--- src/rtl/term_pkg.sv ---
// Shared types and byte-class helpers for the terminal input path.
package term_pkg;

   typedef enum logic [1:0] {
      PRINT = 2'd0,
      EXEC  = 2'd1,
      ESC   = 2'd2,
      CSI   = 2'd3
   } csi_kind_t;

   typedef enum logic [2:0] {
      GROUND,
      ESCAPE,
      ESC_INTER,
      CSI_ENTRY,
      CSI_PARAM,
      CSI_INTER,
      CSI_IGNORE
   } csi_state_t;

   localparam logic [7:0] ESC_B   = 8'h1B;
   localparam logic [7:0] CAN_B   = 8'h18;
   localparam logic [7:0] SUB_B   = 8'h1A;
   localparam logic [7:0] DEL_B   = 8'h7F;
   localparam logic [7:0] CSI_B   = 8'h5B;
   localparam logic [7:0] SEP_B   = 8'h3B;

   function automatic logic is_digit(input logic [7:0] b);
      return (b >= 8'h30) && (b <= 8'h39);
   endfunction

   function automatic logic is_final(input logic [7:0] b);
      return (b >= 8'h40) && (b <= 8'h7E);
   endfunction

   function automatic logic is_inter(input logic [7:0] b);
      return (b >= 8'h20) && (b <= 8'h2F);
   endfunction

   function automatic logic is_private(input logic [7:0] b);
      return (b >= 8'h3C) && (b <= 8'h3F);
   endfunction

endpackage

--- src/rtl/csi_param_accum.sv ---
// Saturating decimal accumulator plus CSI parameter slot array.
// Outputs are a live view: committed slots with the in-progress field overlaid at the current index.
module csi_param_accum #(
   parameter int MAX_PARAMS = 16,
   parameter int PARAM_W    = 16,
   parameter int CW         = $clog2(MAX_PARAMS + 1)
) (
   input  logic                          clk,
   input  logic                          rst,
   input  logic                          clr,
   input  logic                          digit_en,
   input  logic [3:0]                    digit,
   input  logic                          sep,
   input  logic                          commit,
   output logic [CW-1:0]                 param_count,
   output logic [MAX_PARAMS*PARAM_W-1:0] params,
   output logic                          overflow
);

   localparam logic [CW-1:0] LAST = CW'(MAX_PARAMS - 1);
   localparam logic [CW-1:0] FULL = CW'(MAX_PARAMS);

   logic [PARAM_W-1:0] acc;
   logic [PARAM_W-1:0] acc_n;
   logic [PARAM_W+3:0] acc_x10;
   logic [CW-1:0]      idx;
   logic               seen;
   logic               in_range;
   logic [PARAM_W-1:0] slots [MAX_PARAMS];

   assign in_range = (idx < FULL);

   always_comb begin
      acc_x10 = ({4'b0, acc} << 3) + ({4'b0, acc} << 1) + {{PARAM_W{1'b0}}, digit};
      acc_n   = (acc_x10 > {4'b0, {PARAM_W{1'b1}}}) ? {PARAM_W{1'b1}} : acc_x10[PARAM_W-1:0];
   end

   always_ff @(posedge clk) begin
      if (!rst || clr) begin
         acc      <= '0;
         idx      <= '0;
         seen     <= 1'b0;
         overflow <= 1'b0;
         for (int i = 0; i < MAX_PARAMS; i++) slots[i] <= '0;
      end else begin
         if (digit_en) begin
            acc  <= acc_n;
            seen <= 1'b1;
         end
         if (sep) begin
            seen <= 1'b1;
            acc  <= '0;
            if (in_range) begin
               slots[idx] <= acc;
               idx        <= idx + 1'b1;
            end
            // a separator at the last slot opens a field with nowhere to go
            if (idx >= LAST) overflow <= 1'b1;
         end
         if (commit && seen && in_range) slots[idx] <= acc;
      end
   end

   always_comb begin
      params = '0;
      for (int i = 0; i < MAX_PARAMS; i++) begin
         params[i*PARAM_W +: PARAM_W] = (seen && idx == CW'(i)) ? acc : slots[i];
      end
      if (!seen)         param_count = '0;
      else if (in_range) param_count = idx + 1'b1;
      else               param_count = FULL;
   end

endmodule

--- src/rtl/csi_sequence_parser.sv ---
// ECMA-48 byte classifier emitting one PRINT/EXEC/ESC/CSI record per complete item.
// Record appears the cycle after its last byte; single output register, in_ready = !out_valid.
module csi_sequence_parser
   import term_pkg::*;
#(
   parameter int MAX_PARAMS = 16,
   parameter int PARAM_W    = 16,
   parameter int CW         = $clog2(MAX_PARAMS + 1)
) (
   input  logic                          clk,
   input  logic                          rst,
   input  logic [7:0]                    in_data,
   input  logic                          in_valid,
   output logic                          in_ready,
   output logic                          out_valid,
   input  logic                          out_ready,
   output logic [1:0]                    out_kind,
   output logic [7:0]                    out_final,
   output logic [7:0]                    out_private,
   output logic [7:0]                    out_inter,
   output logic [CW-1:0]                 out_param_count,
   output logic [MAX_PARAMS*PARAM_W-1:0] out_params,
   output logic                          out_overflow
);

   csi_state_t state, state_n;
   csi_kind_t  emit_kind;
   logic       accept, emit, clr_rec, digit_en, sep, commit, set_priv, set_inter;
   logic [7:0] priv_q, inter_q;

   logic [CW-1:0]                 acc_count;
   logic [MAX_PARAMS*PARAM_W-1:0] acc_params;
   logic                          acc_ovf;

   assign in_ready = !out_valid;
   assign accept   = in_valid && in_ready;

   csi_param_accum #(
      .MAX_PARAMS(MAX_PARAMS),
      .PARAM_W   (PARAM_W),
      .CW        (CW)
   ) u_accum (
      .clk        (clk),
      .rst        (rst),
      .clr        (clr_rec),
      .digit_en   (digit_en),
      .digit      (in_data[3:0]),
      .sep        (sep),
      .commit     (commit),
      .param_count(acc_count),
      .params     (acc_params),
      .overflow   (acc_ovf)
   );

   always_ff @(posedge clk) begin
      if (!rst) state <= GROUND;
      else      state <= state_n;
   end

   always_comb begin
      state_n   = state;
      emit      = 1'b0;
      emit_kind = PRINT;
      clr_rec   = 1'b0;
      digit_en  = 1'b0;
      sep       = 1'b0;
      commit    = 1'b0;
      set_priv  = 1'b0;
      set_inter = 1'b0;
      if (accept) begin
         if (in_data == ESC_B) begin
            clr_rec = 1'b1;
            state_n = ESCAPE;
         end else if (in_data == CAN_B || in_data == SUB_B) begin
            state_n = GROUND;
         end else if (in_data < 8'h20) begin
            emit      = 1'b1;
            emit_kind = EXEC;
         end else if (!(in_data == DEL_B && state != GROUND)) begin
            case (state)
               GROUND: begin
                  emit      = 1'b1;
                  emit_kind = PRINT;
               end
               ESCAPE: begin
                  if (in_data == CSI_B) begin
                     clr_rec = 1'b1;
                     state_n = CSI_ENTRY;
                  end else if (is_inter(in_data)) begin
                     set_inter = 1'b1;
                     state_n   = ESC_INTER;
                  end else if (in_data >= 8'h30 && in_data <= 8'h7E) begin
                     emit      = 1'b1;
                     emit_kind = ESC;
                     state_n   = GROUND;
                  end
               end
               ESC_INTER: begin
                  if (in_data >= 8'h30 && in_data <= 8'h7E) begin
                     emit      = 1'b1;
                     emit_kind = ESC;
                     state_n   = GROUND;
                  end
               end
               CSI_ENTRY, CSI_PARAM: begin
                  if (state == CSI_ENTRY && is_private(in_data)) begin
                     set_priv = 1'b1;
                     state_n  = CSI_PARAM;
                  end else if (is_digit(in_data)) begin
                     digit_en = 1'b1;
                     state_n  = CSI_PARAM;
                  end else if (in_data == SEP_B) begin
                     sep     = 1'b1;
                     state_n = CSI_PARAM;
                  end else if (is_inter(in_data)) begin
                     set_inter = 1'b1;
                     state_n   = CSI_INTER;
                  end else if (is_final(in_data)) begin
                     commit    = 1'b1;
                     emit      = 1'b1;
                     emit_kind = CSI;
                     state_n   = GROUND;
                  end else if (in_data >= 8'h3A && in_data <= 8'h3F) begin
                     // sub-parameters and late private markers are not supported
                     state_n = CSI_IGNORE;
                  end
               end
               CSI_INTER: begin
                  if (is_final(in_data)) begin
                     emit      = 1'b1;
                     emit_kind = CSI;
                     state_n   = GROUND;
                  end else if (in_data >= 8'h20 && in_data <= 8'h3F) begin
                     state_n = CSI_IGNORE;
                  end
               end
               CSI_IGNORE: begin
                  if (is_final(in_data)) state_n = GROUND;
               end
               default: state_n = GROUND;
            endcase
         end
      end
   end

   always_ff @(posedge clk) begin
      if (!rst) begin
         priv_q          <= '0;
         inter_q         <= '0;
         out_valid       <= 1'b0;
         out_kind        <= '0;
         out_final       <= '0;
         out_private     <= '0;
         out_inter       <= '0;
         out_param_count <= '0;
         out_params      <= '0;
         out_overflow    <= 1'b0;
      end else begin
         if (clr_rec) begin
            priv_q  <= '0;
            inter_q <= '0;
         end else begin
            if (set_priv)  priv_q  <= in_data;
            if (set_inter) inter_q <= in_data;
         end

         if (emit) begin
            out_valid       <= 1'b1;
            out_kind        <= emit_kind;
            out_final       <= in_data;
            out_private     <= (emit_kind == CSI) ? priv_q : 8'h00;
            out_inter       <= (emit_kind == CSI || emit_kind == ESC) ? inter_q : 8'h00;
            out_param_count <= (emit_kind == CSI) ? acc_count : '0;
            out_params      <= (emit_kind == CSI) ? acc_params : '0;
            out_overflow    <= (emit_kind == CSI) ? acc_ovf : 1'b0;
         end else if (out_ready) begin
            out_valid <= 1'b0;
         end
      end
   end

endmodule

--- config.mk ---
export PLATFORM = sky130hd
export DESIGN_NAME = csi_sequence_parser
export DESIGN_NICKNAME = d
export VERILOG_FILES = /design/src/rtl/term_pkg.sv /design/src/rtl/csi_param_accum.sv /design/src/rtl/csi_sequence_parser.sv
export SDC_FILE = /design/constraint.sdc
export NUM_CORES = 1
export LEC_CHECK = 0
export ABC_AREA = 0
export CAP_MARGIN = 20
export CELL_PAD_IN_SITES_DETAIL_PLACEMENT = 2
export CELL_PAD_IN_SITES_GLOBAL_PLACEMENT = 2
export CORE_UTILIZATION = 38
export CTS_CLUSTER_SIZE = 12
export DETAILED_ROUTE_END_ITERATION = 6
export GPL_TIMING_DRIVEN = 0
export HOLD_SLACK_MARGIN = 0.03
export PLACE_DENSITY_LB_ADDON = 0.1
export RECOVER_POWER = 100
export SYNTH_ARGS = -nofsm -noshare
export SYNTH_HDL_FRONTEND = slang
export SYNTH_SLANG_ARGS = --single-unit
--- constraint.sdc ---
create_clock -name clk -period 6.05 [get_ports clk]
set_input_delay 1.815 -clock clk [delete_from_list [all_inputs] [get_ports clk]]
set_output_delay 1.815 -clock clk [all_outputs]
set_load 0.02 [all_outputs]
After elaboration in Yosys (flattened, before gate mapping). Memories as Yosys holds them, arrays and structs flattened. Cells that the tools add are included.

Add/subtract/negate cells: 3. $lt $le $gt $ge: 13. Eq/ne operators: 35. Mux-type cells: 134. Bitwise gates (word level): 2. Reduce and logical (&&, ||, !) cells: 45.

Operators by type and width (count): 16-bit two-way mux (19); 256-bit two-way mux (1); 1-bit two-way mux (75); 3-bit two-way mux (16); 5-bit by 4-bit equality test with 1-bit output (second input constant) (8); 8-bit by 6-bit >= comparator with 1-bit output (second input constant) (4); 1-bit logical AND (28); 2-bit two-way mux (13); 8-bit by 5-bit equality test with 1-bit output (second input constant) (3); 8-bit by 6-bit <= comparator with 1-bit output (second input constant) (3); 19-bit by 17-bit adder with 20-bit output (1); 20-bit by 4-bit adder with 20-bit output (1); 5-bit by 3-bit equality test with 1-bit output (second input constant) (4); 20-bit by 16-bit greater-than comparator with 1-bit output (second input constant) (1); 3-bit one-hot mux with 6 select lines (1); 8-bit by 7-bit equality test with 1-bit output (second input constant) (2); 8-bit two-way mux (2); 16-bit OR reduction (1); 5-bit two-way mux (3); 5-bit by 2-bit equality test with 1-bit output (second input constant) (2); 3-bit equality test (second input constant) (3); 3-bit != test (second input constant) (3); 9-bit != test (second input constant) (1); 8-bit by 6-bit equality test with 1-bit output (second input constant) (1); 27 further kinds (36).

Bits in registers: 331. RAM bits: 256. Bits of input ports: 12. Output and inout bits: 290. Logic and storage cells: 248. Memories kept: 1.

Memory list: u_accum.slots (words 16, width 16, read ports 16, clocked after Yosys merged registers in 0, write ports 16, RTL line csi_param_accum.sv:29) `logic [PARAM_W-1:0] slots [MAX_PARAMS];`.

Logic depth before layout (Yosys ltp). Gate-level depths: netlist (run 1).

Depth in word-level cells: 21. Gate-level depth with buffers: 13. Depth with buffers taken out: 11.

By module. From an unflattened synthesis (run 1), not the netlist that was laid out.

Cell total of the unflattened synthesis: 1967. Area total of the unflattened synthesis: 24778.8 sq um.

Modules (own cells, without submodules): csi_param_accum (instances 1, cells each 1158, area each 14811.7 sq um, sequential area each 8147.8 sq um); csi_sequence_parser (instances 1, cells each 809, area each 9967.1 sq um, sequential area each 6165.9 sq um).

Worst setup path after synthesis (run 1). OpenSTA, ideal clock, no wires.

Path type: input to register. From: input port in_data[0]. To: memory u_accum.slots[4][0] (enable). Library setup time: 411 ps. Arrival time: 4517 ps. Data required time: 5639 ps. Slack: 1122 ps. Cell stages on the path: 9. Path buffers: 3. Path through: clkbuf_1 nand2_1 nor2_2 a32o_1 nand3_1 or2_1 buf_2 buf_1 o21ai_0.

RTL lines: from (decl) (RTL line csi_sequence_parser.sv:12) `input logic [7:0] in_data,`; to (decl) (RTL line csi_param_accum.sv:29).

==> reports/summary.txt, run 1 <==
hold_buf cts -> 0
drt pass-1 iters -> 4
Syn-to-layout area delta -> 26.0%
Initial Util -> 38.5%
share of layout cells above drive strength 1 -> 6.10%
Slew @ Worst Pin -> 1640 ps
final total power -> 8.46 mW
CTS H-tree depth -> 3
max_cap viols -> 1
crit-path max cell delay -> 870 ps
Tmin final -> 5510 ps
max-slew violations -> 17
clk slew on worst S/H paths -> 60 ps
DP Cell Count -> 3169
vias per cell -> 5.57
commonest register cell after synthesis -> dfxtp_1
crit-path cells -> dlygate4sd3_1 > clkbuf_1 > nand2_1 > nor2_1 > a32o_1 > nand4_1 > clkbuf_1 > o21ai_1 > clkbuf_1
post-route ant nets -> 0
synthesized flop and latch total -> 587
final worst slack -> 540 ps
synthesized area per cell -> 12.2 um^2
sequential area share after synthesis -> 58.7%
Num CTS Buffers -> 66
DP Wirelength -> 66200 um
CP Max Fanout -> 11
f_max -> 0.182 GHz
via count -> 18300
gr usage total -> 28.0%
YS warnings -> 0
Largest delay share family, worst path -> buffers and inverters
Setup-failing EPs final -> 0
most numerous cell on the critical path -> clkbuf_1
fin cells -> 3292
relative slew slack -> -9.93%
I/O pin total -> 302
Port Buffers -> 296
Placer Congestion -> 0.840
fin crit share -> 91.1%
endpoint class of the critical path -> flop
slowest stage cell on the critical path -> o21ai_1
Die Width -> 255 um
leakage -> 11.8 nW
first-pass GRT wire length -> 135000 um
post-synth cell types -> 65
asr flop ratio synth -> 0%
wire per inst -> 28.1 um
CTS sink count -> 587
total gr overflow -> 0
pwr dens -> 275 nW/um^2
CTS tree -> yes
cell count after synthesis -> 2005
Syn Nets -> 2056
skew final -> 22.1 ps
crit path kind -> in2reg
DIE HEIGHT -> 255 um
outcome -> finished with violations
worst slack, placed -> 305 ps
antenna violations before repair -> 10
Setup TNS Final -> 0 ps
Worst VDD drop -> 164 uV
DRC -> 0
failing checks -> capacitance limit, slew limit
Netlist Area Pre-Place -> 24400 um^2
Die Area -> 65200 um^2
final wirelength -> 92500 um
utilization after layout -> 48.6%
vias in the first global route -> 19600
worst endpoint data arrival time -> 5780 ps
clk_lat worst skew -> 610 ps
most frequent cells in the layout -> 331 x dfxtp_1, 292 x dlygate4sd3_1, 258 x mux2i_1, 256 x o2bb2ai_1, 256 x edfxtp_1
most common cell after layout, fill and taps aside -> dfxtp_1
clock buffer depth -> 3
clk root buf -> clkbuf_16
initial DRC count -> 1187
Worst Path Buf+Inv -> 4
CP required -> 6320 ps
post-CTS setup buffers -> 0
# rows -> 92
Worst Hold Class -> reg2reg
RSZ-0062 raised after global routing -> false
CTS resizes -> 0
final net count -> 2442
Final Hold Viols -> 0
area of the core -> 63300 um^2
CP Launch Type -> input pin
largest net degree at the start of global routing -> 17
Post-synth EDFFs -> 256
through the flow:
step                instance area [um^2]  hold slack [ps]
floorplan                          24400              425
global placement                   28400              434
detailed placement                 28700              443
CTS                                30800              450
global route                       30700              477
finish                             30700              449
report_power, final:
part / switching, mW / leakage, nW / internal, mW
combinational: 0.182 / 5.41 / 0.0550
clock: 1.68 / 1.04 / 2.35
sequential: 0.0184 / 5.38 / 4.18
total: 1.88 / 11.8 / 6.58
synth_stat cells (all sizes together) (6+ instances only):
master / count / area [um^2]
a21oi: 51 / 263
a22o: 22 / 193
a31oi: 8 / 50.1
and2: 226 / 1410
buf: 53 / 275
clkbuf: 135 / 514
dfxtp: 331 / 6630
edfxtp: 256 / 7690
ha: 37 / 463
inv: 24 / 90.1
mux2i: 258 / 2580
nand2: 36 / 135
nand2b: 9 / 56.3
nand3: 22 / 110
nor2: 81 / 319
nor2b: 8 / 50.1
nor3: 39 / 200
o211ai: 7 / 52.6
o21ai: 49 / 245
o221a: 6 / 67.6
o2bb2ai: 256 / 2240
xnor2: 6 / 52.6
xor2: 11 / 96.3
cell type report:
type	instances	area (um^2)
antenna	4	10.0
buffer	188	744
clock buffer	103	1990
clock inverter	16	145
fill	6202	32600
inverter	24	90.1
multi-input combinational	1206	9200
sequential	587	14300
tap	846	1060
timing repair buffer	318	3200
layer usage:
metal	wire [um]	share of wire, %	track usage, %	up-vias
li1	-	-	-	8158
met1	39200	42	36.1	9458
met2	45500	49	48.0	589
met3	4950	5.3	3.67	131
met4	2870	3.1	9.96	2
met5	13	0.014	0	-
registers in the layout, summed over array words and instances, names as in the netlist:
| signal | count |
|---|---|
| out_kind | 2 |
| u_accum.slots | 256 |
| state | 3 |
| out_private | 8 |
| priv_q | 8 |
| u_accum.seen | 1 |
| u_accum.acc | 16 |
| inter_q | 8 |
| u_accum.idx | 5 |
| out_valid | 1 |
| out_overflow | 1 |
| out_params | 256 |
| out_param_count | 5 |
| out_final | 8 |
| u_accum.overflow | 1 |
| out_inter | 8 |
worst min-delay path: stages, from the launching register on:
cell	delay (ps)
dfxtp_1	310
inv_1	50
a21oi_1	50
worst paths after layout:
check | from | endpoint | slack (ps) | depth (start not counted)
setup reg to reg | u_accum.acc[0]$_SDFFE_PP0P_ | u_accum.acc[13]$_SDFFE_PP0P_ | 1440 | 11
setup / recovery | in_data[1] | u_accum.slots[1][10]$_SDFFCE_PN0P_ | 540 | 9
hold / removal | inter_q[5]$_SDFFE_PP0P_ | inter_q[5]$_SDFFE_PP0P_ | 450 | 2
hold reg to reg | inter_q[5]$_SDFFE_PP0P_ | inter_q[5]$_SDFFE_PP0P_ | 450 | 2
logic make-up after synthesis:
group                      after synthesis  synth area share [%]
DFF                                    587                  58.7
and+or+nand+nor                        459                  10.5
AOI/OAI and AO/OA                      433                  14.0
muxes                                  258                  10.6
buffers and inverters                  212                  3.60
adders and majority gates               39                  2.06
xor gates and xnor gates                17                 0.610
Note: power is estimated with default switching activity, not from simulation.
==> run 2, diff against run 1 <==
--- a/config.mk
+++ b/config.mk
@@ -14,7 +14,7 @@
 export DETAILED_ROUTE_END_ITERATION = 6
 export GPL_TIMING_DRIVEN = 0
 export HOLD_SLACK_MARGIN = 0.03
-export PLACE_DENSITY_LB_ADDON = 0.1
+export PLACE_DENSITY = 0.86
 export RECOVER_POWER = 100
 export SYNTH_ARGS = -nofsm -noshare
 export SYNTH_HDL_FRONTEND = slang
==> run 2 against run 1 <==
  * The run now ends clean
  * Cell count down 0.12%
  * Hold slack improved by 9.2 ps
  * Final area decreased by 0.33%
  * Utilization is 0.16 points lower
  * Register-to-register slack worse by 280 ps
  * Sequential power about the same
  * Sequential cell count unchanged
  * Worst setup slack worse by 240 ps
  * Largest power group unchanged
  * Total power is 1.4% higher
  * Combinational power rose by 6%
  * Sequential share of layout area grew 0.15 points
  * Maximum frequency shrank 4.2%
==> reports/summary.txt, run 2 (synthesis gave the netlist of run 1 again) <==
final wirelength -> 108000 um
clock buffer depth -> 3
antenna violations before repair -> 13
clk_lat worst skew -> 640 ps
Setup-failing EPs final -> 0
f_max -> 0.174 GHz
Worst Path Buf+Inv -> 4
pwr dens -> 280 nW/um^2
leakage -> 11.8 nW
Die Area -> 65200 um^2
Placer Congestion -> 0.864
drt pass-1 iters -> 5
I/O pin total -> 302
Syn-to-layout area delta -> 25.5%
biggest regs -> out_params x256, u_accum.slots x256, u_accum.acc x16
Final Hold Slack -> 459 ps
CTS resizes -> 0
CTS sink count -> 587
CTS tree -> yes
total gr overflow -> 0
CP Depth -> 10
DP Wirelength -> 70800 um
outcome -> finished clean
Initial Util -> 38.5%
Worst setup startpoint -> in_data[1]
DP Cell Count -> 3164
Final Cell Area -> 30600 um^2
Die Width -> 255 um
# rows -> 92
first-pass GRT wire length -> 157000 um
number of fillers in the final layout -> 6202
fin crit share -> 95.1%
reg2reg setup slack -> 1160 ps
most frequent cells in the layout -> 331 x dfxtp_1, 291 x dlygate4sd3_1, 258 x mux2i_1, 256 x o2bb2ai_1, 256 x edfxtp_1
CP required -> 6370 ps
hold_buf cts -> 0
vias in the first global route -> 21400
fin cells -> 3288
area of the core -> 63300 um^2
largest net degree at the start of global routing -> 17
clk slew on worst S/H paths -> 60 ps
R2R cell count -> 13
R2R Path Start -> u_accum.acc[2]$_SDFFE_PP0P_
CP Max Fanout -> 11
post-route ant nets -> 0
skew final -> 42.9 ps
sequential cell area -> 14300 um^2
post-CTS setup buffers -> 0
Tmin final -> 5750 ps
final total power -> 8.58 mW
multi-input logic area -> 9190 um^2
share of layout cells above drive strength 1 -> 5.91%
CTS H-tree depth -> 3
most numerous cell on the critical path -> clkbuf_1
CP Launch Type -> input pin
Critical R2R Capture -> u_accum.acc[11]$_SDFFE_PP0P_
Slew @ Worst Pin -> 1420 ps
RSZ-0062 raised after global routing -> false
endpoint class of the critical path -> flop
final net count -> 2438
initial DRC count -> 1652
clk root buf -> clkbuf_16
vias per cell -> 5.96
Final Hold Viols -> 0
DRC -> 0
gr usage total -> 32.7%
most common cell after layout, fill and taps aside -> dfxtp_1
end of the critical path -> u_accum.slots[12][13]$_SDFFCE_PN0P_
wire per inst -> 32.9 um
Num CTS Buffers -> 66
Largest delay share family, worst path -> buffers and inverters
Port Buffers -> 296
max-slew violations -> 0
crit-path cells -> clkdlybuf4s50_1 > clkbuf_1 > nand2_1 > nor2_1 > a32o_1 > nand3_1 > or2_2 > clkbuf_1 > o21ai_0 > buf_4
crit path kind -> in2reg
Worst VDD drop -> 161 uV
slowest stage cell on the critical path -> o21ai_0
via count -> 19600
DIE HEIGHT -> 255 um
worst endpoint data arrival time -> 6070 ps
Worst Hold Class -> reg2reg
crit-path max cell delay -> 1100 ps
max_cap viols -> 0
dpl cell area -> 28600 um^2
relative slew slack -> 4.33%
[run 2: layout make-up]
type                            count  area share, %
Sequential cell                   587           46.7
Multi-Input combinational cell   1206           30.0
Timing Repair Buffer              314           10.2
Clock buffer                      106           6.49
Tap cell                          846           3.45
Buffer                            188           2.44
Clock inverter                     13          0.433
Inverter                           24          0.294
Antenna cell                        4         0.0327
[run 2: worst min path at each step]
stage                                              end  cells after the start                         start
after floorplan                inter_q[5]$_SDFFE_PP0P_                      2       inter_q[5]$_SDFFE_PP0P_
after global placement         inter_q[5]$_SDFFE_PP0P_                      2       inter_q[5]$_SDFFE_PP0P_
after detailed placement   out_params[38]$_SDFFE_PN0P_                      1   out_params[38]$_SDFFE_PN0P_
after CTS                      inter_q[5]$_SDFFE_PP0P_                      2       inter_q[5]$_SDFFE_PP0P_
after global routing       out_params[43]$_SDFFE_PN0P_                      1   out_params[43]$_SDFFE_PN0P_
final                     out_params[167]$_SDFFE_PN0P_                      1  out_params[167]$_SDFFE_PN0P_
[run 2: routing by layer]
layer	GRT usage [%]	share of wire, %	up-vias
li1	-	-	8149
met1	38.5	38	10100
met2	55.7	49	1029
met3	5.70	7.0	325
met4	19.9	6.3	8
met5	0	0.12	-
[run 2: stage by stage]
stage,util (%),TNS [ps],setup WS [ps]
after detailed placement,45.2,0,147
after global placement,44.9,-65170,-499
after CTS,48.5,0,681
after global routing,48.4,0,190
after floorplan,-,0,1120
final,48.4,0,298
[run 2: power breakdown]
group	internal, mW	switching [mW]
registers	4.18	0.0261
clock network	2.31	1.81
logic	0.0559	0.195
